`src/rtl/alu_ctrl.sv`:
```
// alu_ctrl: command front-end and result FIFO for the combinational alu.
// Registers operands onto the ALU, captures the result one cycle later.
module alu_ctrl #(
    parameter int LEN_A = 4,
    parameter int LEN_B = 5,
    parameter int LEN_F = 5,
    parameter int DEPTH = 2
) (
    input  logic             clk,
    input  logic             rst_n,
    input  logic             in_valid,
    output logic             in_ready,
    input  logic [LEN_A-1:0] in_a,
    input  logic [LEN_B-1:0] in_b,
    input  logic [2:0]       in_op,
    input  logic             in_chain,
    output logic [LEN_A-1:0] alu_a,
    output logic [LEN_B-1:0] alu_b,
    output logic [2:0]       alu_op,
    input  logic [LEN_F-1:0] alu_f,
    output logic             out_valid,
    input  logic             out_ready,
    output logic [LEN_F-1:0] out_f,
    output logic             out_err,
    output logic             busy
);

    localparam int AW = $clog2(DEPTH);
    localparam int CW = $clog2(DEPTH + 1);
    localparam logic [CW-1:0] FULL = CW'(DEPTH);

    typedef enum logic {IDLE, EXEC} state_t;

    state_t state, state_nx;

    logic [AW-1:0]    wr_ptr, rd_ptr;
    logic [CW-1:0]    count;
    logic [LEN_F-1:0] last_f;
    logic [LEN_F:0]   mem [DEPTH];

    logic             accept, push, pop, err;
    logic [LEN_F-1:0] cap_f;

    assign accept = in_valid && in_ready;
    assign pop    = out_valid && out_ready;
    assign err    = (alu_op == 3'b000);
    // Undefined opcodes leave the ALU output undefined; never store it
    assign cap_f  = err ? '0 : alu_f;

    always_ff @(posedge clk or negedge rst_n) begin
        if (!rst_n) state <= IDLE;
        else        state <= state_nx;
    end

    always_comb begin
        state_nx = state;
        unique case (state)
            IDLE: if (accept) state_nx = EXEC;
            EXEC: state_nx = IDLE;
        endcase
    end

    always_comb begin
        in_ready = 1'b0;
        busy     = 1'b0;
        push     = 1'b0;
        unique case (state)
            IDLE: in_ready = (count < FULL);
            EXEC: begin
                busy = 1'b1;
                push = 1'b1;
            end
        endcase
    end

    always_ff @(posedge clk or negedge rst_n) begin
        if (!rst_n) begin
            alu_a  <= '0;
            alu_b  <= '0;
            alu_op <= '0;
        end else if (accept) begin
            alu_a  <= in_chain ? last_f[LEN_A-1:0] : in_a;
            alu_b  <= in_b;
            alu_op <= in_op;
        end
    end

    always_ff @(posedge clk or negedge rst_n) begin
        if (!rst_n)          last_f <= '0;
        else if (push && !err) last_f <= alu_f;
    end

    // Accept reserves a slot, so the capture push never overflows
    always_ff @(posedge clk or negedge rst_n) begin
        if (!rst_n) begin
            wr_ptr <= '0;
            rd_ptr <= '0;
            count  <= '0;
            for (int i = 0; i < DEPTH; i++) mem[i] <= '0;
        end else begin
            if (push) begin
                mem[wr_ptr] <= {err, cap_f};
                wr_ptr      <= wr_ptr + AW'(1);
            end
            if (pop) rd_ptr <= rd_ptr + AW'(1);
            unique case ({push, pop})
                2'b10:   count <= count + CW'(1);
                2'b01:   count <= count - CW'(1);
                default: count <= count;
            endcase
        end
    end

    assign out_valid = (count != '0);
    assign out_f     = mem[rd_ptr][LEN_F-1:0];
    assign out_err   = mem[rd_ptr][LEN_F];

endmodule
```
`config.mk`:
```
export PLATFORM = sky130hd
export DESIGN_NAME = alu_ctrl
export DESIGN_NICKNAME = d
export VERILOG_FILES = /design/src/rtl/alu_ctrl.sv
export SDC_FILE = /design/constraint.sdc
export NUM_CORES = 1
export LEC_CHECK = 0
export ABC_AREA = 1
export BUFFER_PORTS_ARGS = -buffer_cell sky130_fd_sc_hd__buf_2
export CAP_MARGIN = 20
export CORE_MARGIN = 1.5
export CORE_UTILIZATION = 40
export DETAILED_ROUTE_END_ITERATION = 8
export PLACE_DENSITY_LB_ADDON = 0.1
export REMOVE_ABC_BUFFERS = 1
export SLEW_MARGIN = 20
export SYNTH_ARGS = -nofsm -noshare
export SYNTH_HDL_FRONTEND = slang
export SYNTH_SLANG_ARGS = --single-unit
```
`constraint.sdc`:
```
create_clock -name clk -period 1.5 [get_ports clk]
set_clock_uncertainty 0.15 [all_clocks]
set_input_delay 0.15 -clock clk [delete_from_list [all_inputs] [get_ports clk]]
set_output_delay 0.15 -clock clk [all_outputs]
set_load 0.03 [all_outputs]
```
Word level (Yosys, flattened, before mapping)
Cells that the tools add are included.
W data, S select, Z words.
{"block": "totals", "regBits": 33, "output_inout_bits": 21, "in_bits": 22}
{"block": "op_classes", "reduce_logical": 8, "n_lt_le_gt_ge": 4, "eq_ne": 2, "n_addsub": 4, "n_mux": 13, "n_bitwise": 3}
{"op": "$mux W6", "count": 4}
{"op": "$bwmux W12", "count": 1}
{"op": "$demux W6 S1", "count": 1}
{"op": "$mux W5", "count": 1}
{"op": "$ge A2 B2 Y1 const B", "count": 2}
{"op": "$logic_and A1 B1 Y1", "count": 4}
{"op": "$mux W4", "count": 1}
{"op": "$not A1 Y2", "count": 2}
{"op": "$pmux W2 S2", "count": 1}
{"op": "$reduce_bool A2 Y1", "count": 2}
{"op": "$logic_not A3 Y1", "count": 1}
{"op": "$mux W1", "count": 3}
{"op": "$add A1 B1 Y1 const B", "count": 2}
{"op": "$add A2 B1 Y2 const B", "count": 1}
{"op": "$eq A2 B1 Y1 const B", "count": 1}
{"op": "$eq A2 B2 Y1 const B", "count": 1}
{"op": "$lt A2 B1 Y1 const B", "count": 1}
{"op": "$lt A2 B2 Y1 const B", "count": 1}
{"op": "$pmux W1 S2", "count": 1}
{"op": "$sub A2 B1 Y2 const B", "count": 1}
{"op": "$logic_not A1 Y1", "count": 1}
{"op": "$not A1 Y1", "count": 1}

Logic depth before layout (Yosys ltp)
Gate-level depths: netlist of the first run.
{"block": "depth", "ltp_word": 6, "depth_mapped": 10}

Worst setup path after synthesis of the first run
OpenSTA, ideal clock, no wires.
{"block": "synth_timing", "kind": "register -> register", "start": "register count[1]", "end": "register count[1]", "stages_incl_launch_ff": 10, "arrival_time_ns": 1.421, "setup_time_ns": 0.117, "required_time_ns": 1.233, "slack_ns": -0.188, "path_buffers": 0, "cell_sequence": "dfrtp_1 inv_1 nand2_1 nand2_1 inv_1 ha_1 inv_1 nand3_1 nand2_1 nand2_1"}
{"block": "synth_between", "elab_chain_cells": 4}
{"item": "start, declared", "line": "37", "text": "logic [CW-1:0] count;"}
{"item": "start signal, assigned", "line": "107", "text": "2'b10: count <= count + CW'(1);"}
{"item": "start signal, assigned", "line": "108", "text": "2'b01: count <= count - CW'(1);"}
{"item": "start signal, assigned", "line": "109", "text": "default: count <= count;"}
{"item": "$reduce_bool A2 Y1 *", "line": "114", "text": "assign out_valid = (count != '0);"}
{"item": "named net out_valid", "line": "21", "text": "output logic out_valid,"}
{"item": "$logic_and A1 B1 Y1 *", "line": "45", "text": "assign pop = out_valid && out_ready;"}
{"item": "named net pop", "line": "41", "text": "logic accept, push, pop, err;"}
{"item": "$eq A2 B1 Y1 or $eq A2 B2 Y1 (tied branches)", "line": "106", "text": "unique case ({push, pop})"}
{"item": "$pmux W2 S2 or $reduce_bool A2 Y1 (tied branches)"}
Mark *: on every way through the listed nets, which the timed path passes. The rest lies on a longest branch.
A chain may end at the register's enable or synchronous reset.

Final worst setup path of the first run
{"block": "layout_timing", "start": "register state", "end": "output in_ready"}
{"block": "layout_between", "elab_chain_cells": 1}
{"item": "start, declared", "line": "34", "text": "state_t state, state_nx;"}
{"item": "start signal, assigned", "line": "52", "text": "else state <= state_nx;"}
{"item": "$mux W1", "line": "67", "text": "unique case (state)"}
{"item": "end, declared", "line": "12", "text": "output logic in_ready,"}
Every way passes these cells.

==> results of run 1 <==
per-stage QoR:
stage          area (um2)  setup slack [ns]  util (%)
2_1_floorplan        1470            -0.188         -
3_5_place_dp         1800           -0.0263      49.3
3_3_place_gp         1800            0.0877      49.3
4_1_cts              2060            0.0276      56.2
6_report             2070            0.0500      56.6
5_1_grt              2070           0.00147      56.6
worst register-to-register path: stages, from the launching register on:
cell and delay [ns]:
dfrtp_1 0.39, inv_1 0.07, nand2_1 0.07, nand2_2 0.08
inv_2 0.06, ha_4 0.22, inv_1 0.07, nand3_1 0.08
nand2_1 0.06, nand2_1 0.06
cells by family (layout without fill, tap and decap cells):
group           count (synthesis)  count (layout)  share of synthesized area, %
flops                          33              33                          54.4
compound gates                  6               6                          1.98
xor+xnor                        1               1                         0.577
buf+inv                        20              89                          7.09
simple gates                  122             122                          35.1
fa+ha+maj                       1               1                         0.824
metal layers:
layer  part of all wire (%)  vias up  wire [um]
li1                       -      693          -
met1                     45      661       1540
met2                     49       33       1690
met3                    4.3        8        147
met4                    2.0        0         68
met5                      0        -          0
layout make-up:
type / count / area, um2 / area share, %
clock buffers: 6 / 72.6 / 3.50
multi-input cells: 130 / 599 / 28.9
inverters: 15 / 58.8 / 2.84
repair buffers: 66 / 445 / 21.5
well taps: 48 / 60.1 / 2.90
clock inverters: 2 / 10.0 / 0.483
flip-flops and latches: 33 / 826 / 39.9
cell usage after synthesis, drive strengths merged:
| master | instances |
|---|---|
| buf | 5 |
| dfrtp | 33 |
| ha | 1 |
| inv | 15 |
| nand2 | 103 |
| nand3 | 15 |
| nand4 | 1 |
| nor2 | 3 |
| o21ai | 6 |
| xnor2 | 1 |
repair_timing:
item,in CTS,in global routing
hold buffers,15,0
endpoints found under the hold margin,55,0
resized for setup,2,5
setup endpoints to repair,2,3
setup buffers,1,1
registers in the layout, summed over array words and instances, names as in the netlist:
signal and flops:
rd_ptr 1, alu_op 3, alu_b 5, alu_a 4, state 1, mem 12, wr_ptr 1, last_f 4
count 2
report_power, final:
part / switching, uW / internal (uW) / total (uW) / leakage (uW)
combinational: 1530 / 791 / 2330 / 0.000723
sequential: 237 / 1300 / 1540 / 0.000412
clock: 319 / 321 / 640 / 0.0000450
path summary, 6_finish.rpt:
| check | from | to | slack [ns] | depth (start not counted) |
|---|---|---|---|---|
| max reg2reg | count[0] | count[1] | 0.09 | 9 |
| min | in_a[3] | alu_a[3] | 0.07 | 5 |
| max in group asynchronous | rst_n | last_f[3] | 0.62 | 3 |
| max | state | in_ready | 0.05 | 3 |
| min in group asynchronous | rst_n | alu_b[2] | 0.15 | 2 |
| min reg2reg | alu_b[4] | alu_b[4] | 0.32 | 2 |
==> impl_metrics.toml, run 1 <==
[run_status]
status = "finished, final reports clean"

[final_layout]
final_common_cell = "nand2_1"
drive_above_1_share_pct = 31.3
finalNonFillerCells = 300
layout_common_cells = "nand2_1 (92), buf_2 (40), dfrtp_1 (33)"
area_growth_pct = 36.5
fillers = 335
nNetsFinal = 274
diodes = 0

[global_route]
grt_max_degree = 21
gr-total-overflow = 0
first_global_vias = 1330
grt_use_total_pct = 18.9
use_met2_pct = 30.1
use_met3_pct = 5.21
grt_pass1_wl_mm = 5.92
antenna_found_initial = 0
grt-busiest-layer = "met2"
use_met1_pct = 23.9

[die]
die_w_um = 64.6
die_h_um = 64.6
fp.coreArea_um2 = 3660
start_util_pct = 41.5
row_count = 22
ioPinCount = 43
dieArea_um2 = 4170

[synth]
mappedNetlistArea_um2 = 1520
avgSynthCellArea_um2 = 8.29
synth_seq_area_share_pct = 54.4
synthTopCellsByArea = "dfrtp_1 (54%), nand2_1 (23%), nand3_1 (4.9%), nand2_2 (3.7%), inv_1 (2.7%)"
synth_largest_area_cell = "dfrtp_1"
synth_seq_cells = 33
synth_warnings = 0
yosysUniqueCellTypes = 20
synthCells = 183
synth_top_area_share_pct = 54.4

[detailed_routing]
drtAntennaViolNets = 0
wl_per_cell_um = 11.5
vias = 1395
routed_wl_mm = 3.45
drt_iter0_drc = 61
routed_via_density = 4.65
dr.pass1.iters = 5
drc_errors = 0

[hold_path]
hp-class = "input pin to flop"

[clocking]
tritoncts = "done"
numCtsBuffers = 5
ctsHtreeMaxLevel = 2
cts-root-buf = "clkbuf_8"
clk_latency_ns = 0.29
path_clk_slew_ns = 0.06
cts_buffer_depth = 2
clock_sinks = 33

[timing]
finalSetupViolations = 0
timing.final.crit_share_pct = 96.7
rsz0062_at_grt = "no"
slew-limit-headroom_pct = 76.5
finalSetupTns_ns = 0
min_period_ns = 1.45
hold_viol_final = 0
whs_ns = 0.0679
tightestPinTransition_ns = 0.352
fmax_mhz = 690
slew_viol_final = 0

[setup_path]
critPathMaxFanout = 3
critPathLaunchType = "flop"
critical-path-slowest-cell = "dfrtp_1"
required_ns = 1.20
critPathArrivalTime_ns = 1.15
end_kind = "output pin"
critical_path_class = "flop to output pin"
worstPathCellList = "buf_4, nor2_8, clkbuf_4"
cp.buffers_inverters = 2
crit_family = "flip-flops"
slowest_delay_ns = 0.40

[power_and_ir_drop]
p_total_uw = 4510
powerDensity_nw_per_um2 = 2170
irDropWorstVdd_uv = 977
leakage_uw = 0.00118

[placement]
gp_congestion = 0.757
dp.cells = 275
port_buffers = 42
hpwl_mm = 2.48

[flow_run]
cap_viol_max_count = 0
Note: power is estimated with default switching activity, not from simulation.
==> run 2: changes to the inputs <==
- ABC_AREA: 1 -> unset
==> run 2 against run 1 <==
  * The flow now finishes with violations (setup timing)
  * First-iteration DRC count is 61% lower
  * Cell area is 6.3% higher
  * Non-clock buffer count up 11
  * Utilization grew 9.4 points
  * Critical path depth decreased by 1
  * Routed wire length fell by 11%
  * Worst hold slack worse by 0.0070 ns
  * Fmax fell by 9.6%
  * Global-route usage decreased by 1.5 points
  * Combinational power increased by 22%
  * Sequential power up 6%
  * Sequential cell count is the same
  * Largest power group unchanged
  * Highest routed layer unchanged
==> impl_metrics.toml, run 2 <==
[die]
ioPinCount = 43
dieArea_um2 = 3850
start_util_pct = 41.8
die_h_um = 62.1
fp.coreArea_um2 = 3340
die_w_um = 62.1
row_count = 21

[timing]
timing.final.crit_share_pct = 107
finalSetupViolations = 15
setup_ws_ns = -0.104
slew-limit-headroom_pct = 72.2
tightestPinTransition_ns = 0.417
slew_viol_final = 0
hold_viol_final = 0
fmax_mhz = 624
rsz0062_at_grt = "yes"
min_period_ns = 1.60

[final_layout]
fin_area_um2 = 2200
final_common_cell = "buf_2"
area_growth_pct = 57.8
largest_register_ffs = 12
fillers = 255
nNetsFinal = 215
multi_input_area_um2 = 653
top_regs = "mem (12), alu_b (5)"
drive_above_1_share_pct = 52.3
register_area_um2 = 827
layout_common_cells = "buf_2 (35), dfrtp_1 (32), mux2_4 (18), nand2_1 (18), dlygate4sd3_1 (18)"
diodes = 0
top_register = "mem"

[detailed_routing]
wl_per_cell_um = 12.9
drc_errors = 0
vias = 1099
drtAntennaViolNets = 0
routed_via_density = 4.60
routed_wl_mm = 3.09
drt_iter0_drc = 24
dr.pass1.iters = 4

[synth]
synthCells = 115
synth-edff-count = 0
synth_top_family_by_area = "multiplexers"
synthAdderAreaFrac_pct = 0.897
yosysUniqueCellTypes = 22
synth_warnings = 0
synthTopCellsByArea = "dfrtp_1 (59%), mux2_2 (14%), nand2_1 (4.8%), o21ai_0 (4.3%), mux2i_1 (2.9%)"
synth_largest_area_cell = "dfrtp_1"
synth-simple-area-share_pct = 10.0
synth_xor_area_share_pct = 3.14
synth_seq_cells = 33
yosysMostFrequentCell = "dfrtp_1"
mappedNetlistArea_um2 = 1400
synthTopCellsByCount = "dfrtp_1 (33), nand2_1 (18), mux2_2 (17), o21ai_0 (12), nor2_1 (6)"
synth-compound-area-share_pct = 5.74
avgSynthCellArea_um2 = 12.1
synthMuxAreaShare_pct = 17.7
synthArstFlopShare_pct = 100
synth_ff_type = "dfrtp_1"
synth_seq_area_share_pct = 59.2
synth_top_area_share_pct = 59.2

[global_route]
antenna_found_initial = 0
grt_max_degree = 34
first_global_vias = 1076
gr-total-overflow = 0
grt_use_total_pct = 17.4
grt_pass1_wl_mm = 4.67

[setup_path]
critPathMaxFanout = 7
worstSetupStartpoint = "rd_ptr"
reg2regPathDepth = 6
rrSetupSlack_ns = -0.04
critPathArrivalTime_ns = 1.30
critPathLaunchType = "flop"
required_ns = 1.20
reg2reg_from = "count[1]"
critical_path_class = "flop to output pin"
crit_path_end = "out_f[2]"
end_kind = "output pin"
rr_endpoint = "count[1]"

[run_status]
violations = "setup timing"
status = "complete, but fails checks"

[clocking]
path_clk_slew_ns = 0.10
clock_sinks = 33
ctsHtreeMaxLevel = 2
cts_buffer_depth = 2
numCtsBuffers = 5
tritoncts = "done"
clk_latency_ns = 0.33
cts-root-buf = "clkbuf_4"

[power_and_ir_drop]
irDropWorstVdd_uv = 1340
p_total_uw = 4960
powerDensity_nw_per_um2 = 2250
leakage_uw = 0.00109

[hold_path]
hp-class = "input pin to flop"

[placement]
gp_congestion = 0.694
postPlaceCellArea_um2 = 1700
port_buffers = 42
pre_cts_ws_ns = -0.167
hpwl_mm = 1.88

[flow_run]
cap_viol_max_count = 0
==> run 2: cell count changes after synthesis, moves of 5 or more <==
cell     delta
nand3_1    -15
nor2_1      +5
nand2_2     -8
mux2_2     +17
inv_1      -10
nand2_1    -75
o21ai_0     +7
==> run 2: kinds of logic after synthesis <==
| group | count (synthesis) |
|---|---|
| flops | 33 |
| simple gates | 30 |
| mux | 22 |
| compound gates | 16 |
| buf+inv | 8 |
| xor+xnor | 5 |
| fa+ha+maj | 1 |
==> run 2: report_power, final <==
group	switching [uW]	total, uW	internal [uW]	leakage, uW
Sequential	307	1640	1330	0.000395
Combinational	1390	2840	1450	0.000661
Clock	301	479	178	0.0000320
==> run 2: repair_timing <==
item / 4_1_cts / 5_1_grt
hold buffers: 18 / 0
buffers inserted: 6 / 1
pin swaps: 3 / 2
endpoints found under the hold margin: 59 / 0
setup endpoints to repair: 21 / 24
gates resized for setup: 36 / 19
cloned: 1 / 0
==> run 2: through the flow <==
stage          cells  utilization (%)  setup TNS [ns]  hold WS, ns
5_1_grt          239             66.0           -1.68       0.0636
6_report         239             66.0          -0.885       0.0609
3_5_place_dp     205             51.0          -0.316       0.0509
4_1_cts          238             63.9          -0.963       0.0565
3_3_place_gp     205             51.0          -0.109       0.0469
2_1_floorplan    108                -           -3.77       -0.296
==> run 2: how the worst min path moves through the flow <==
stage	cells past startpoint	slack [ns]	startpoint	endpoint
2_1_floorplan	0	-0.30	rst_n	alu_a[0]
3_3_place_gp	2	0.05	rst_n	mem[4]
3_5_place_dp	2	0.05	rst_n	mem[10]
4_1_cts	3	0.06	in_chain	alu_a[0]
5_1_grt	4	0.06	out_ready	rd_ptr
6_report	4	0.06	out_ready	rd_ptr
==> run 2: layout make-up <==
| class | instances | area share [%] |
|---|---|---|
| Clock buffer | 6 | 1.88 |
| Timing Repair Buffer | 77 | 27.7 |
| Inverter | 1 | 0.170 |
| Clock inverter | 2 | 0.455 |
| Sequential cell | 33 | 37.6 |
| Tap cell | 46 | 2.61 |
| Multi-Input combinational cell | 74 | 29.7 |
==> run 2: worst max-delay path: stages, from the launching register on <==
cell and delay (ns):
dfrtp_2 0.50, mux2_4 0.33, buf_6 0.14
==> run 2: per-layer routing <==
| metal | GRT usage [%] | part of all wire [%] | routed length (um) |
|---|---|---|---|
| met1 | 19.3 | 42 | 1300 |
| met5 | 0 | 0 | 0 |
| met2 | 29.6 | 51 | 1570 |
| met3 | 7.66 | 5.6 | 174 |
| met4 | 6.38 | 1.4 | 44 |
==> run 3: changes to the inputs <==
- CTS_BUF_LIST: unset -> sky130_fd_sc_hd__clkbuf_16
==> run 3 against run 2 <==
  * The run still ends with setup timing left
  * Global-route usage is 0.75 points lower
  * Clock-buffer cell count is 1 lower
  * Register-to-register slack better by 0.02 ns
  * Sequential cell count stayed put
  * First-iteration DRC count is 38% lower
  * Fmax is 4.9% higher
  * Sequential power hardly changed
  * Sequential share of layout area is 1.9 points higher
  * Utilization is 3.2 points lower
  * Cell area is 4.9% lower
  * Combinational power is 12% lower
  * Final cell count is 4.2% lower
  * Critical endpoint unchanged
  * Largest cell class unchanged
  * Highest routed layer is now met3
==> impl_metrics.toml, run 3 (synthesized netlist as in run 2, its figures left out) <==
[run_status]
status = "complete, but fails checks"
violations = "setup timing"

[timing]
min_period_ns = 1.53
finalSetupViolations = 10
setup_ws_ns = -0.0288
fmax_mhz = 654
slew-limit-headroom_pct = 72.1
timing.final.crit_share_pct = 102
rsz0062_at_grt = "yes"
hold_viol_final = 0
slew_viol_final = 0
tightestPinTransition_ns = 0.418

[final_layout]
finalNonFillerCells = 229
layout_common_cells = "buf_2 (36), dfrtp_1 (32), nand2_1 (18)"
top_regs = "mem (12), alu_b (5)"
register_area_um2 = 827
final_common_cell = "buf_2"
nNetsFinal = 205
drive_above_1_share_pct = 48.1
multi_input_area_um2 = 583
area_growth_pct = 50.1
top_register = "mem"
diodes = 0
fillers = 267
largest_register_ffs = 12

[global_route]
grt_use_total_pct = 16.7
gr-total-overflow = 0
use_met3_pct = 7.87
grt_pass1_wl_mm = 4.48
first_global_vias = 1045
antenna_found_initial = 0
use_met2_pct = 28.4
use_met1_pct = 17.9
grt-busiest-layer = "met2"
grt_max_degree = 34

[setup_path]
critPathLaunchType = "flop"
critPathArrivalTime_ns = 1.23
critPathMaxFanout = 7
end_kind = "output pin"
required_ns = 1.20
critical_path_class = "flop to output pin"

[placement]
hpwl_mm = 1.88
port_buffers = 42
gp_congestion = 0.694
dp.cells = 205

[die]
die_w_um = 62.1
fp.coreArea_um2 = 3340
die_h_um = 62.1
start_util_pct = 41.8
ioPinCount = 43
row_count = 21
dieArea_um2 = 3850

[detailed_routing]
wl_per_cell_um = 12.4
routed_wl_mm = 2.85
drc_errors = 0
vias = 1034
drtAntennaViolNets = 0
drt_iter0_drc = 15
dr.pass1.iters = 4
routed_via_density = 4.52

[hold_path]
hp-class = "input pin to flop"

[power_and_ir_drop]
irDropWorstVdd_uv = 1270
leakage_uw = 0.00103
powerDensity_nw_per_um2 = 2410
p_total_uw = 5050

[clocking]
tritoncts = "done"
path_clk_slew_ns = 0.05
clk_latency_ns = 0.27
cts_buffer_depth = 2
ctsHtreeMaxLevel = 2
cts-root-buf = "clkbuf_16"
clock_sinks = 33
numCtsBuffers = 5

[flow_run]
cap_viol_max_count = 0
==> run 3: area by class of cell <==
class,instances,area share [%]
sequential,33,39.5
multi-input combinational,74,27.8
inverter,1,0.179
clock inverter,3,0.657
tap,46,2.75
clock buffer,5,5.97
timing repair buffer,67,23.1
==> run 3: per-stage QoR <==
step	hold WS, ns	setup TNS [ns]	worst slack, ns	utilization, %	area [um2]
4_1_cts	0.00721	-0.354	-0.0411	62.5	2090
5_1_grt	0.0335	-0.744	-0.0676	62.8	2090
2_1_floorplan	-0.296	-3.77	-0.291	-	1350
3_3_place_gp	0.0469	-0.109	-0.107	51.0	1700
3_5_place_dp	0.0509	-0.316	-0.167	51.0	1700
6_report	0.00806	-0.171	-0.0288	62.8	2090
==> run 3: worst max-delay path, stage by stage, from the launching register on <==
cell and delay, ns:
dfrtp_2 0.48, mux2_4 0.33, buf_6 0.14
==> run 3: metal layers <==
metal / share of wire (%) / vias up
li1: - / 517
met1: 40 / 481
met2: 54 / 36
met3: 6.6 / 0
met4: 0 / 0
met5: 0 / -
==> run 3: power breakdown <==
| part | internal, uW | switching [uW] | total (uW) |
|---|---|---|---|
| sequential | 1340 | 280 | 1620 |
| combinational | 1190 | 1300 | 2490 |
| clock | 601 | 344 | 945 |
| total | 3130 | 1930 | 5050 |
==> run 3: what timing repair did <==
item,in CTS,in global routing
hold endpoints to repair,47,0
gates cloned,0,0
gates resized for setup,26,2
buffers inserted,3,0
pin swaps,3,2
hold buffers,13,0
endpoints found under the setup margin,19,22
==> run 3: final timing paths <==
kind | from | endpoint | slack (ns) | cells past startpoint
hold reg to reg | mem[6] | mem[6] | 0.33 | 2
hold / removal | alu_f[4] | mem[4] | 0.008 | 3
min in group asynchronous | rst_n | mem[10] | 0.28 | 3
max in group asynchronous | rst_n | rd_ptr | 0.61 | 3
setup / recovery | rd_ptr | out_f[2] | -0.03 | 2
setup reg to reg | count[0] | count[1] | -0.02 | 6
